$ cat src/rtl/adc_derand_multi_pkg.sv
// Shared helpers for the LTC2208 front-end conditioner: full-scale code
// detection, saturating magnitude and the clip stretch counter width.
// The helpers work on a wide zero-extended vector plus the real sample
// width so one definition serves every DATA_WIDTH the block is built with.
package adc_derand_multi_pkg;

  localparam int MAX_W = 64;

  // Width of a counter that must be able to hold the value 'hold'.
  function automatic int cnt_width(input int hold);
    return $clog2(hold + 1);
  endfunction

  // True when the low 'w' bits of x are the max positive (0111..1) or
  // min negative (100..0) two's complement code.
  function automatic logic is_full_scale(input logic [MAX_W-1:0] x, input int w);
    logic [MAX_W-1:0] mask;
    logic [MAX_W-1:0] max_code;
    logic [MAX_W-1:0] min_code;
    logic [MAX_W-1:0] xm;
    mask     = (64'd1 << w) - 64'd1;
    max_code = (64'd1 << (w - 1)) - 64'd1;
    min_code = 64'd1 << (w - 1);
    xm       = x & mask;
    return (xm == max_code) || (xm == min_code);
  endfunction

  // |x| of a w-bit two's complement value. The min negative code has no
  // positive counterpart in w-1 bits, so it saturates to all-ones.
  function automatic logic [MAX_W-1:0] sat_mag(input logic [MAX_W-1:0] x, input int w);
    logic [MAX_W-1:0] mask;
    logic [MAX_W-1:0] max_code;
    logic [MAX_W-1:0] min_code;
    logic [MAX_W-1:0] xm;
    mask     = (64'd1 << w) - 64'd1;
    max_code = (64'd1 << (w - 1)) - 64'd1;
    min_code = 64'd1 << (w - 1);
    xm       = x & mask;
    if (xm == min_code) begin
      return max_code;
    end else if ((xm & min_code) != 64'd0) begin
      return (~xm + 64'd1) & mask;
    end else begin
      return xm;
    end
  endfunction

endpackage

$ cat src/rtl/adc_derand_lane.sv
// One channel of stage 2: derandomise, clip detection with a retriggerable
// stretch counter, and the peak-magnitude hold register.
module adc_derand_lane
  import adc_derand_multi_pkg::*;
#(
  parameter int DATA_WIDTH  = 16,
  parameter int HOLD_CYCLES = 4096
) (
  input  logic                  clk,
  input  logic                  resetn,
  input  logic [DATA_WIDTH-1:0] x,
  input  logic                  rand_en,
  input  logic                  ovr,
  input  logic                  valid,
  input  logic                  peak_clear,
  output logic [DATA_WIDTH-1:0] dout,
  output logic                  clip_flag,
  output logic [DATA_WIDTH-2:0] peak
);

  localparam int CW = cnt_width(HOLD_CYCLES);
  localparam int MW = DATA_WIDTH - 1;

  logic [DATA_WIDTH-1:0] derand;
  logic [MW-1:0]         mag;
  logic                  clip_event;
  logic [CW-1:0]         clip_cnt;

  // The randomiser XORs bits W-1..1 with bit 0; undo it when enabled.
  always_comb begin
    derand = x;
    if (rand_en && x[0]) begin
      derand = {~x[DATA_WIDTH-1:1], x[0]};
    end
  end

  assign mag        = MW'(sat_mag(MAX_W'(derand), DATA_WIDTH));
  assign clip_event = valid && (ovr || is_full_scale(MAX_W'(derand), DATA_WIDTH));
  assign clip_flag  = (clip_cnt != '0);

  // Output register, clip stretch counter and peak hold; the clear strobe
  // beats the old peak but never drops a sample arriving the same cycle.
  always_ff @(posedge clk) begin
    if (!resetn) begin
      dout     <= '0;
      clip_cnt <= '0;
      peak     <= '0;
    end else begin
      if (valid) begin
        dout <= derand;
      end
      if (clip_event) begin
        clip_cnt <= CW'(HOLD_CYCLES);
      end else if (clip_cnt != '0) begin
        clip_cnt <= clip_cnt - CW'(1);
      end
      if (peak_clear) begin
        peak <= valid ? mag : '0;
      end else if (valid && (mag > peak)) begin
        peak <= mag;
      end
    end
  end

endmodule

$ cat src/rtl/adc_derand_multi.sv
// Multi-channel LTC2208 conditioner top: input latch, valid pipeline and
// port packing around one adc_derand_lane per channel.
module adc_derand_multi
  import adc_derand_multi_pkg::*;
#(
  parameter int DATA_WIDTH  = 16,
  parameter int NUM_CH      = 2,
  parameter int HOLD_CYCLES = 4096
) (
  input  logic                             clk,
  input  logic                             resetn,
  input  logic [NUM_CH-1:0]                rand_sel,
  input  logic [NUM_CH*DATA_WIDTH-1:0]     din,
  input  logic                             din_valid,
  input  logic [NUM_CH-1:0]                ovr_in,
  output logic [NUM_CH*DATA_WIDTH-1:0]     dout,
  output logic                             dout_valid,
  output logic [NUM_CH-1:0]                clip_flag,
  output logic [NUM_CH*(DATA_WIDTH-1)-1:0] peak,
  input  logic                             peak_clear
);

  logic [NUM_CH*DATA_WIDTH-1:0] din_q;
  logic [NUM_CH-1:0]            ovr_q;
  logic [NUM_CH-1:0]            rand_q;
  logic                         valid_q;

  // Stage 1: capture everything every cycle so rand_sel travels with its sample.
  always_ff @(posedge clk) begin
    if (!resetn) begin
      din_q   <= '0;
      ovr_q   <= '0;
      rand_q  <= '0;
      valid_q <= 1'b0;
    end else begin
      din_q   <= din;
      ovr_q   <= ovr_in;
      rand_q  <= rand_sel;
      valid_q <= din_valid;
    end
  end

  // Stage 2 valid flag, aligned with the lane output registers.
  always_ff @(posedge clk) begin
    if (!resetn) begin
      dout_valid <= 1'b0;
    end else begin
      dout_valid <= valid_q;
    end
  end

  for (genvar c = 0; c < NUM_CH; c++) begin : g_lane
    adc_derand_lane #(
      .DATA_WIDTH (DATA_WIDTH),
      .HOLD_CYCLES(HOLD_CYCLES)
    ) u_lane (
      .clk       (clk),
      .resetn    (resetn),
      .x         (din_q[c*DATA_WIDTH +: DATA_WIDTH]),
      .rand_en   (rand_q[c]),
      .ovr       (ovr_q[c]),
      .valid     (valid_q),
      .peak_clear(peak_clear),
      .dout      (dout[c*DATA_WIDTH +: DATA_WIDTH]),
      .clip_flag (clip_flag[c]),
      .peak      (peak[c*(DATA_WIDTH-1) +: (DATA_WIDTH-1)])
    );
  end

endmodule

$ cat config.mk
export PLATFORM = sky130hd
export DESIGN_NAME = adc_derand_multi
export DESIGN_NICKNAME = d
export VERILOG_FILES = /design/src/rtl/adc_derand_multi_pkg.sv /design/src/rtl/adc_derand_lane.sv /design/src/rtl/adc_derand_multi.sv
export SDC_FILE = /design/constraint.sdc
export NUM_CORES = 1
export LEC_CHECK = 0
export CAP_MARGIN = 10
export CORE_MARGIN = 4
export CORE_UTILIZATION = 54
export CTS_CLUSTER_SIZE = 30
export DETAILED_ROUTE_END_ITERATION = 12
export PLACE_DENSITY = 0.8
export SYNTH_ARGS = -nofsm -noshare
export SYNTH_HDL_FRONTEND = slang
export SYNTH_SLANG_ARGS = --single-unit
$ cat constraint.sdc
create_clock -name clk -period 5.06 [get_ports clk]
set_input_delay 0.506 -clock clk [delete_from_list [all_inputs] [get_ports clk]]
set_output_delay 0.506 -clock clk [all_outputs]
set_load 0.02 [all_outputs]
======== Yosys cells after proc, flatten, opt, wreduce, memory -nomap -nowiden ========
Index checks and enable logic that the tools add are counted.
word-level totals
  logic and storage cells ................. 62
  output and inout bits ................... 65
  flip-flop bits (word level) ............. 126
  input bits .............................. 40
cells by class
  equal/unequal tests ..................... 4
  $add $sub $neg .......................... 4
  reduce and logical (&&, ||, !) cells .... 18
  order comparisons ....................... 2
  bitwise logic cells ..................... 5
  mux-type cells .......................... 16
operator list
  kind                     count
  $mux W15                 10
  $not A15 Y15             4
  $mux W13                 4
  $eq A16 B15 Y1 const B   2
  $eq A16 B16 Y1 const B   2
  $mux W16                 2
  $add A15 B1 Y15 const B  2
  $gt A15 B15 Y1           2
  $reduce_bool A13 Y1      2
  $sub A13 B1 Y13 const B  2
  $reduce_bool A2 Y1       4
  $logic_and A1 B1 Y1      6
  $logic_or A1 B1 Y1       4
  $reduce_or A2 Y1         2
  $not A1 Y1               1

======== Depth between registers and ports, before layout ========
Gate-level depths: netlist (run 1).
  depth in word-level cells ............... 10
  mapped depth ............................ 16
  depth with buffers taken out ............ 12

======== By module ========
Synthesis (run 1) repeated with hierarchy kept, for this count alone.
second synthesis, totals
  cell total of the unflattened synthesis .. 732
  area, all modules ....................... 6,615.1 um^2
by module, submodules not included
  module            area an instance (um^2)  instances  cells each
  adc_derand_lane   2,788.9                  2          326
  adc_derand_multi  1,037.2                  1          80

======== Worst setup path after synthesis (run 1) ========
No wires, ideal clock.
  kind .................................... flip-flop to flip-flop
  start point ............................. reg din_q[16]
  end point ............................... reg g_lane[1].u_lane.peak[11]
  period minus slack after synthesis ...... 3.911 ns
  path buffers ............................ 4
  slack ................................... 1.149 ns
  data required time ...................... 4.930 ns
  data arrival time ....................... 3.782 ns
  setup time .............................. 0.130 ns
  cell stages (with the launch flop) ...... 14
  cells stage by stage .................... dfxtp_1 -> buf_2 -> or4_1 -> buf_2 -> or4_1 -> o31ai_2 -> mux2i_1 -> ha_1 -> nand4_1 -> o41ai_1 -> o311ai_2 -> clkbuf_1 -> clkbuf_1 -> o21ai_0
on the way
  cells in the longest elaborated chain, start to end .. 9
  elaborated cells between the ends (all ways) .. 13
  classes of those cells .................. 1 x add/sub; 1 x order compare; 1 x eq/ne; 6 x mux; 1 x bitwise; 3 x reduce/logical
RTL lines
  element                              RTL line                    RTL
  start, declared                      adc_derand_multi.sv:23      logic [NUM_CH*DATA_WIDTH-1:0] din_q;
  start signal, assigned               adc_derand_multi.sv:36      din_q <= din;
  $logic_and A1 B1 Y1                  adc_derand_lane.sv:32       if (rand_en && x[0]) begin
  $mux W16 *                           adc_derand_lane.sv:32
  $not A15 Y15                         adc_derand_multi_pkg.sv:42  return (~xm + 64'd1) & mask;
  $add A15 B1 Y15                      adc_derand_multi_pkg.sv:42
  $mux W15                             adc_derand_multi_pkg.sv:41  end else if ((xm & min_code) != 64'd0) begin
  $mux W15 *                           adc_derand_multi_pkg.sv:39  if (xm == min_code) begin
  $gt A15 B15 Y1                       adc_derand_lane.sv:59       end else if (valid && (mag > peak)) begin
  $logic_and A1 B1 Y1                  adc_derand_lane.sv:59
  $reduce_bool A2 Y1 (no source line)  -
  end signal, assigned                 adc_derand_lane.sv:58       peak <= valid ? mag : '0;
  end signal, assigned                 adc_derand_lane.sv:60       peak <= mag;
  end, declared                        adc_derand_lane.sv:18       output logic [DATA_WIDTH-2:0] peak
Every way passes the cells marked *; elsewhere a longest branch is shown, timed or not. The select of a mux whose other input is x is not followed.
A chain may end at the register's enable or synchronous reset.

======== Final worst setup path (run 1) ========
  start point ............................. reg din_q[31]
  end point ............................... reg g_lane[1].u_lane.peak[10]
on the way
  cells in the longest elaborated chain, start to end .. 7
  elaborated cells between the ends (all ways) .. 11
  classes of those cells .................. 1 x order compare; 1 x eq/ne; 6 x mux; 1 x bitwise; 2 x reduce/logical
RTL lines
  element                                            RTL line                                                RTL
  $not A15 Y15                                       adc_derand_lane.sv:33                                   derand = {~x[DATA_WIDTH-1:1], x[0]};
  $mux W16 *                                         adc_derand_lane.sv:32
  $eq A16 B16 Y1 / $mux W15 (equally long branches)  adc_derand_multi_pkg.sv:39, adc_derand_multi_pkg.sv:41
  $mux W15 *                                         adc_derand_multi_pkg.sv:39
  $gt A15 B15 Y1                                     adc_derand_lane.sv:59
  $logic_and A1 B1 Y1                                adc_derand_lane.sv:59
  $reduce_bool A2 Y1 (no source line)                -
Marked as above.

==> results of run 1 <==
-- area by class of cell --
cell class,count,area [um2]
multi-input cells,533,3656
fillers,887,3476
repair buffers,109,1074
clock buffers,19,442.9
inverters,39,146.4
flip-flops and latches,126,2524
clock inverters,13,116.4
well taps,143,178.9
-- worst min-delay path, stage by stage, from the launching register on --
cell and delay, ns:
dfxtp_1 0.32, nand2_1 0.05, o21ai_0 0.06
-- cells by family (layout without fill, tap and decap cells) --
family                     count (synthesis)  count (layout)  synth area share (%)
muxes                                     31              31                 4.809
and+or+nand+nor                          278             278                 21.54
adders and majority gates                 34              34                 6.540
buffers and inverters                     82             180                 5.078
DFF                                      126             126                 38.78
AOI/OAI and AO/OA                        120             120                 13.71
xor gates and xnor gates                  70              70                 9.540
-- through the flow --
step	total power [mW]	util (%)
floorplan	1.890	-
global placement	2.074	65.26
detailed placement	2.124	65.26
CTS	3.275	70.07
global route	3.445	70.07
finish	3.258	70.07
-- layer usage --
layer | share of wire [%] | routed length (um)
met5 | 0 | 0
met4 | 1.7 | 269
met3 | 7.3 | 1158
met2 | 47 | 7360
met1 | 44 | 7036
-- power breakdown --
part / total, mW / internal [mW] / switching [mW]
logic: 0.889 / 0.424 / 0.465
clock network: 1.14 / 0.688 / 0.456
registers: 1.23 / 1.11 / 0.119
total: 3.26 / 2.22 / 1.04
-- layout by cell type (no fill, tap or decap), drive strengths merged, types with 18 or more instances in the layout --
cell type / synthesis / routed
xor2: 57 / 57
a21oi: 26 / 26
inv: 38 / 40
o211a: 28 / 28
clkbuf: 30 / 19
dfxtp: 126 / 126
and2: 38 / 38
clkdlybuf4s50: 0 / 103
ha: 34 / 34
nor2: 48 / 48
mux2i: 29 / 29
nand2: 103 / 103
o21ai: 18 / 18
-- flip-flops by register name (all words and copies together) (netlist names) --
signal                  count
g_lane.u_lane.peak         30
din_q                      32
dout_valid                  1
ovr_q                       2
g_lane.u_lane.dout         32
g_lane.u_lane.clip_cnt     26
valid_q                     1
rand_q                      2
-- worst min-delay path by stage --
stage / startpoint / cells after the start / endpoint / slack (ns)
final: g_lane[1].u_lane.peak[9] / 2 / g_lane[1].u_lane.peak[9] / 0.47
after global routing: g_lane[1].u_lane.dout[2] / 1 / g_lane[1].u_lane.dout[2] / 0.50
after CTS: g_lane[1].u_lane.peak[9] / 2 / g_lane[1].u_lane.peak[9] / 0.48
after detailed placement: g_lane[1].u_lane.dout[2] / 1 / g_lane[1].u_lane.dout[2] / 0.47
after global placement: g_lane[0].u_lane.dout[15] / 1 / g_lane[0].u_lane.dout[15] / 0.46
after floorplan: g_lane[0].u_lane.clip_cnt[6] / 2 / g_lane[0].u_lane.clip_cnt[6] / 0.46
==> results.toml, run 1 <==
[floorplanning]
fp.dieW_um = 117.8
die_h_um = 117.8
initial_core_util_pct = 56.01
pin_count = 105
die_area_um2 = 13870
core_um2 = 11610
rows = 39

[global_routing]
grt_busiest_layer = "met2"
grt_max_degree = 66
grt_use_met2_pct = 37.19
grtUsageMet1_pct = 29.24
grt-ovfl-total = 0
grt_pass1_vias = 5494
grtUsageMet3_pct = 8.554
grt_pass1_wl_um = 26720
antenna_found_initial = 0
grt_use_total_pct = 23.41

[power]
powerDensity_nw_per_um2 = 400.4
ir_drop_mv = 0.3127
p_leak_nw = 3.480

[yosys]
syn_nets = 815
synth-main-ff-cell = "dfxtp_1"
ys_types = 58
synth_area_leader_cell = "dfxtp_1"
synth_commonest_cells = "126 x dfxtp_1, 103 x nand2_1, 57 x xor2_1"
yosysWarnings = 0
syn_inst = 741
synth.top_cell.area_share_pct = 38.78
post_synth.cell_area_avg_um2 = 8.779
synth_edf_count = 0
synth.cell_area_um2 = 6505
ys_seq_area_share_pct = 38.78
synthTopCellsByArea = "dfxtp_1 39%, xor2_1 7.7%, ha_1 6.5%"
async_flop_share_pct = 0
synth_seq_cells = 126
yosysMostFrequentCell = "dfxtp_1"

[worst_setup_path]
slowest_delay_ns = 0.65
r2r_cells = 11
crit_start = "din_q[31]"
rrSetupSlack_ns = 0.88
crit_slowest_cell = "dfxtp_1"
cp_num_buf_inv = 1
worstPathArrival_ns = 4.49
critPathKind = "register to register"
reg2reg_from = "din_q[31]"
required_ns = 5.37
crit_chain = "or4b_2, mux2i_1, nand3_1, nand2_1, ha_1, a21oi_1, o21ai_0, a2111oi_0, o311ai_2, buf_4, a31o_2"
crit_fanout = 22
cp.depth = 11
crit_family = "simple AND/OR/NAND/NOR gates"
setup.worst_path.start_class = "register"
endpoint = "g_lane[1].u_lane.peak[10]"
reg2reg_to = "g_lane[1].u_lane.peak[10]"
end_kind = "register"

[routing]
dr.pass1.iters = 5
post_drt_wl_per_cell_um = 16.12
drt_iter0_drc = 429
wirelength_um = 15830
vias = 5492
drcViolationCount = 0
final_antenna_net_count = 0
vias_per_cell = 5.593

[cells_and_area]
drive_gt1_share_pct = 6.555
diodes = 0
instances_no_fill = 982
area_growth_pct = 25.10
final_area_um2 = 8138
layout.nets = 900

[clock_tree]
cts_resized = 0
path_clk_slew_ns = 0.06
cts_tree = "built"
cts.path.max_buffers = 2
cts-hold-fix-buffers = 0
clock_latency_ns = 0.42
htreeDepth = 4
cts_made_buffers = 17
cts-root-buf = "clkbuf_16"
post_cts_buffers = 0
cts.sinks = 126

[timing]
setup_viol = 0
max_freq_ghz = 0.2390
final_max_slew_viol_count = 0
period_needed_ns = 4.185
hold_viol = 0
rsz0062_at_grt = "false"
tightestPinTransition_ns = 1.182
fin_crit_sh_pct = 82.71
worst_slack_ns = 0.8751
slew_headroom_pct = 21.20
fin_worst_skew_ns = 0.006739
setup_tns_ns = 0
fin_hold_ws_ns = 0.4743

[placed_design]
hpwl_um = 11510
place_area_um2 = 7579
port_buffers = 104
place_ws_ns = 0.9385
dpl.cell_count = 950
gp_congestion = 0.9024

[job]
cap_violations = 0

[min_path]
hp-class = "register to register"

[run_status]
status = "completed"
No activity file was read; power rests on OpenSTA's default activity.
==> run 2: changes to the inputs <==
- CORE_UTILIZATION: 54 -> 49
- PLACE_DENSITY: 0.8 -> 0.77
- clock period: 5.06 -> 3.8 ns (I/O delays scaled with it)
==> run 2 against run 1 <==
Clock power grew 32%. Clock-buffer cell count is 7 higher. Final cell count is 4.6% higher. Non-clock buffer count is 16 higher. Via count shrank 0.42%. Sequential share of layout area decreased by 0.70 points. Global-route usage shrank 2.0 points. Maximum frequency is 12% higher. Flip-flop and latch count is the same. Utilization shrank 5.2 points. Cell area increased by 2.3%. Critical path type unchanged.
==> results.toml, run 2 (synthesized netlist as in run 1, its figures left out) <==
[worst_setup_path]
worstPathArrival_ns = 4.08
cp_num_buf_inv = 2
end_kind = "register"
crit_fanout = 12
slowest_delay_ns = 0.54
critPathKind = "register to register"
setup.worst_path.start_class = "register"
crit_slowest_cell = "or3_1"
crit_family = "simple AND/OR/NAND/NOR gates"
crit_chain = "or3_1, or4_1, o31ai_2, mux2i_1, ha_1, nand4_1, o41ai_2, buf_4, o311ai_2, buf_4, nor3b_1, o21a_1"
cpMostUsedCell = "buf_4"
rrSetupSlack_ns = 0.08
required_ns = 4.16

[routing]
vias = 5469
final_antenna_net_count = 0
drcViolationCount = 0
wirelength_um = 15710
drt_iter0_drc = 379
vias_per_cell = 5.325
post_drt_wl_per_cell_um = 15.29
dr.pass1.iters = 7

[power]
seq_power_share_pct = 37.3
swShare_pct = 30.73
power.switching_mw = 1.332
p_comb_share_pct = 28.1
ir_drop_mv = 0.3255
power_frac_clock_pct = 34.6
intPower_mw = 3.002
powerDensity_nw_per_um2 = 520.6
p_leak_nw = 3.569

[placed_design]
place_area_um2 = 7727
gp_congestion = 0.9113
port_buffers = 104
hpwl_um = 11550

[timing]
fin_crit_sh_pct = 97.90
tightestPinTransition_ns = 0.6888
max_freq_ghz = 0.2688
hold_viol = 0
slew_headroom_pct = 53.50
fin_worst_skew_ns = 0.008377
final_max_slew_viol_count = 0
setup_tns_ns = 0
setup_viol = 0
period_needed_ns = 3.720

[cells_and_area]
area_growth_pct = 27.99
utilization_pct = 64.92
diodes = 0
layout.nets = 916
regArea_um2 = 2524
final_area_um2 = 8325
fillCellCount = 1047
top_regs = "din_q (32), g_lane.u_lane.dout (32), g_lane.u_lane.peak (30)"
most-common-layout-cells = "125 x dfxtp_1, 103 x clkdlybuf4s50_1, 102 x nand2_1, 57 x xor2_1, 48 x nor2_1"
final_common_cell = "dfxtp_1"
multiInputGateArea_um2 = 3699
drive_gt1_share_pct = 8.421

[run_status]
status = "completed"

[floorplanning]
pin_count = 105
fp.dieW_um = 123.2
die_area_um2 = 15180
rows = 41
die_h_um = 123.2
core_um2 = 12820
initial_core_util_pct = 50.72

[clock_tree]
htreeDepth = 4
cts.sinks = 126
cts_tree = "built"
cts-hold-fix-buffers = 0
cts_made_buffers = 17
clock_latency_ns = 0.41
path_clk_slew_ns = 0.05
cts.path.max_buffers = 2
cts-root-buf = "clkbuf_16"

[global_routing]
grt_busiest_layer = "met2"
grt_max_degree = 66
grt_pass1_wl_um = 25940
grt-ovfl-total = 0
antenna_found_initial = 0
grt_use_total_pct = 21.42
grt_use_met2_pct = 33.88
grt_pass1_vias = 5432
grtUsageMet1_pct = 27.85
grtUsageMet3_pct = 5.032

[job]
cap_violations = 0

[min_path]
hp-class = "register to register"
run 2: cell count changes in the layout (fill, tap and decap cells not counted), sizes merged:
cell	change
clkinvlp	-3
clkinv	-2
inv	-2
clkbuf	+7
buf	+16
run 2: worst paths after layout:
| kind | from | endpoint | depth (start not counted) |
|---|---|---|---|
| min | g_lane[0].u_lane.peak[10] | g_lane[0].u_lane.peak[10] | 2 |
| max reg2reg | din_q[22] | g_lane[1].u_lane.peak[0] | 12 |
| max | din_q[22] | g_lane[1].u_lane.peak[0] | 12 |
| min reg2reg | g_lane[0].u_lane.peak[10] | g_lane[0].u_lane.peak[10] | 2 |
run 2: worst reg2reg max path: stages, from the launching register on:
cell      delay [ns]
dfxtp_1         0.37
or3_1           0.54
or4_1           0.51
o31ai_2         0.23
mux2i_1         0.33
ha_1            0.30
nand4_1         0.17
o41ai_2         0.09
buf_4           0.17
o311ai_2        0.31
buf_4           0.23
nor3b_1         0.26
o21a_1          0.15
run 2: layout make-up:
class	instances	share of cell area, %
multi-input cells	533	44.42
flip-flops and latches	126	30.31
repair buffers	125	14.34
clock buffers	26	5.876
well taps	172	2.585
inverters	39	1.758
clock inverters	6	0.7063
run 2: per-layer routing:
layer,routed length (um),part of all wire [%]
met1,7120,45
met2,7446,47
met3,843,5.4
met4,296,1.9
met5,0,0
run 2: what timing repair did:
action / in CTS / in global routing
resized for setup: 0 / 8
setup endpoints to repair: 0 / 25
buffers inserted: 0 / 1
run 2: power by group through the flow:
stage,registers (mW),logic (mW),clock network [mW]
floorplan,1.65,0.865,0
global placement,1.63,1.15,0
detailed placement,1.64,1.20,0
CTS,1.61,1.21,1.52
global route,1.64,1.36,1.59
finish,1.62,1.22,1.50
run 2: stage by stage:
step	worst slack [ns]	power (mW)	hold slack (ns)	instances
floorplan	0.01134	2.520	0.4606	741
global placement	0.2780	2.781	0.4591	994
detailed placement	0.1100	2.840	0.4707	994
CTS	0.08286	4.352	0.4787	1026
global route	-0.01155	4.582	0.4888	1027
finish	0.07998	4.334	0.4754	1027
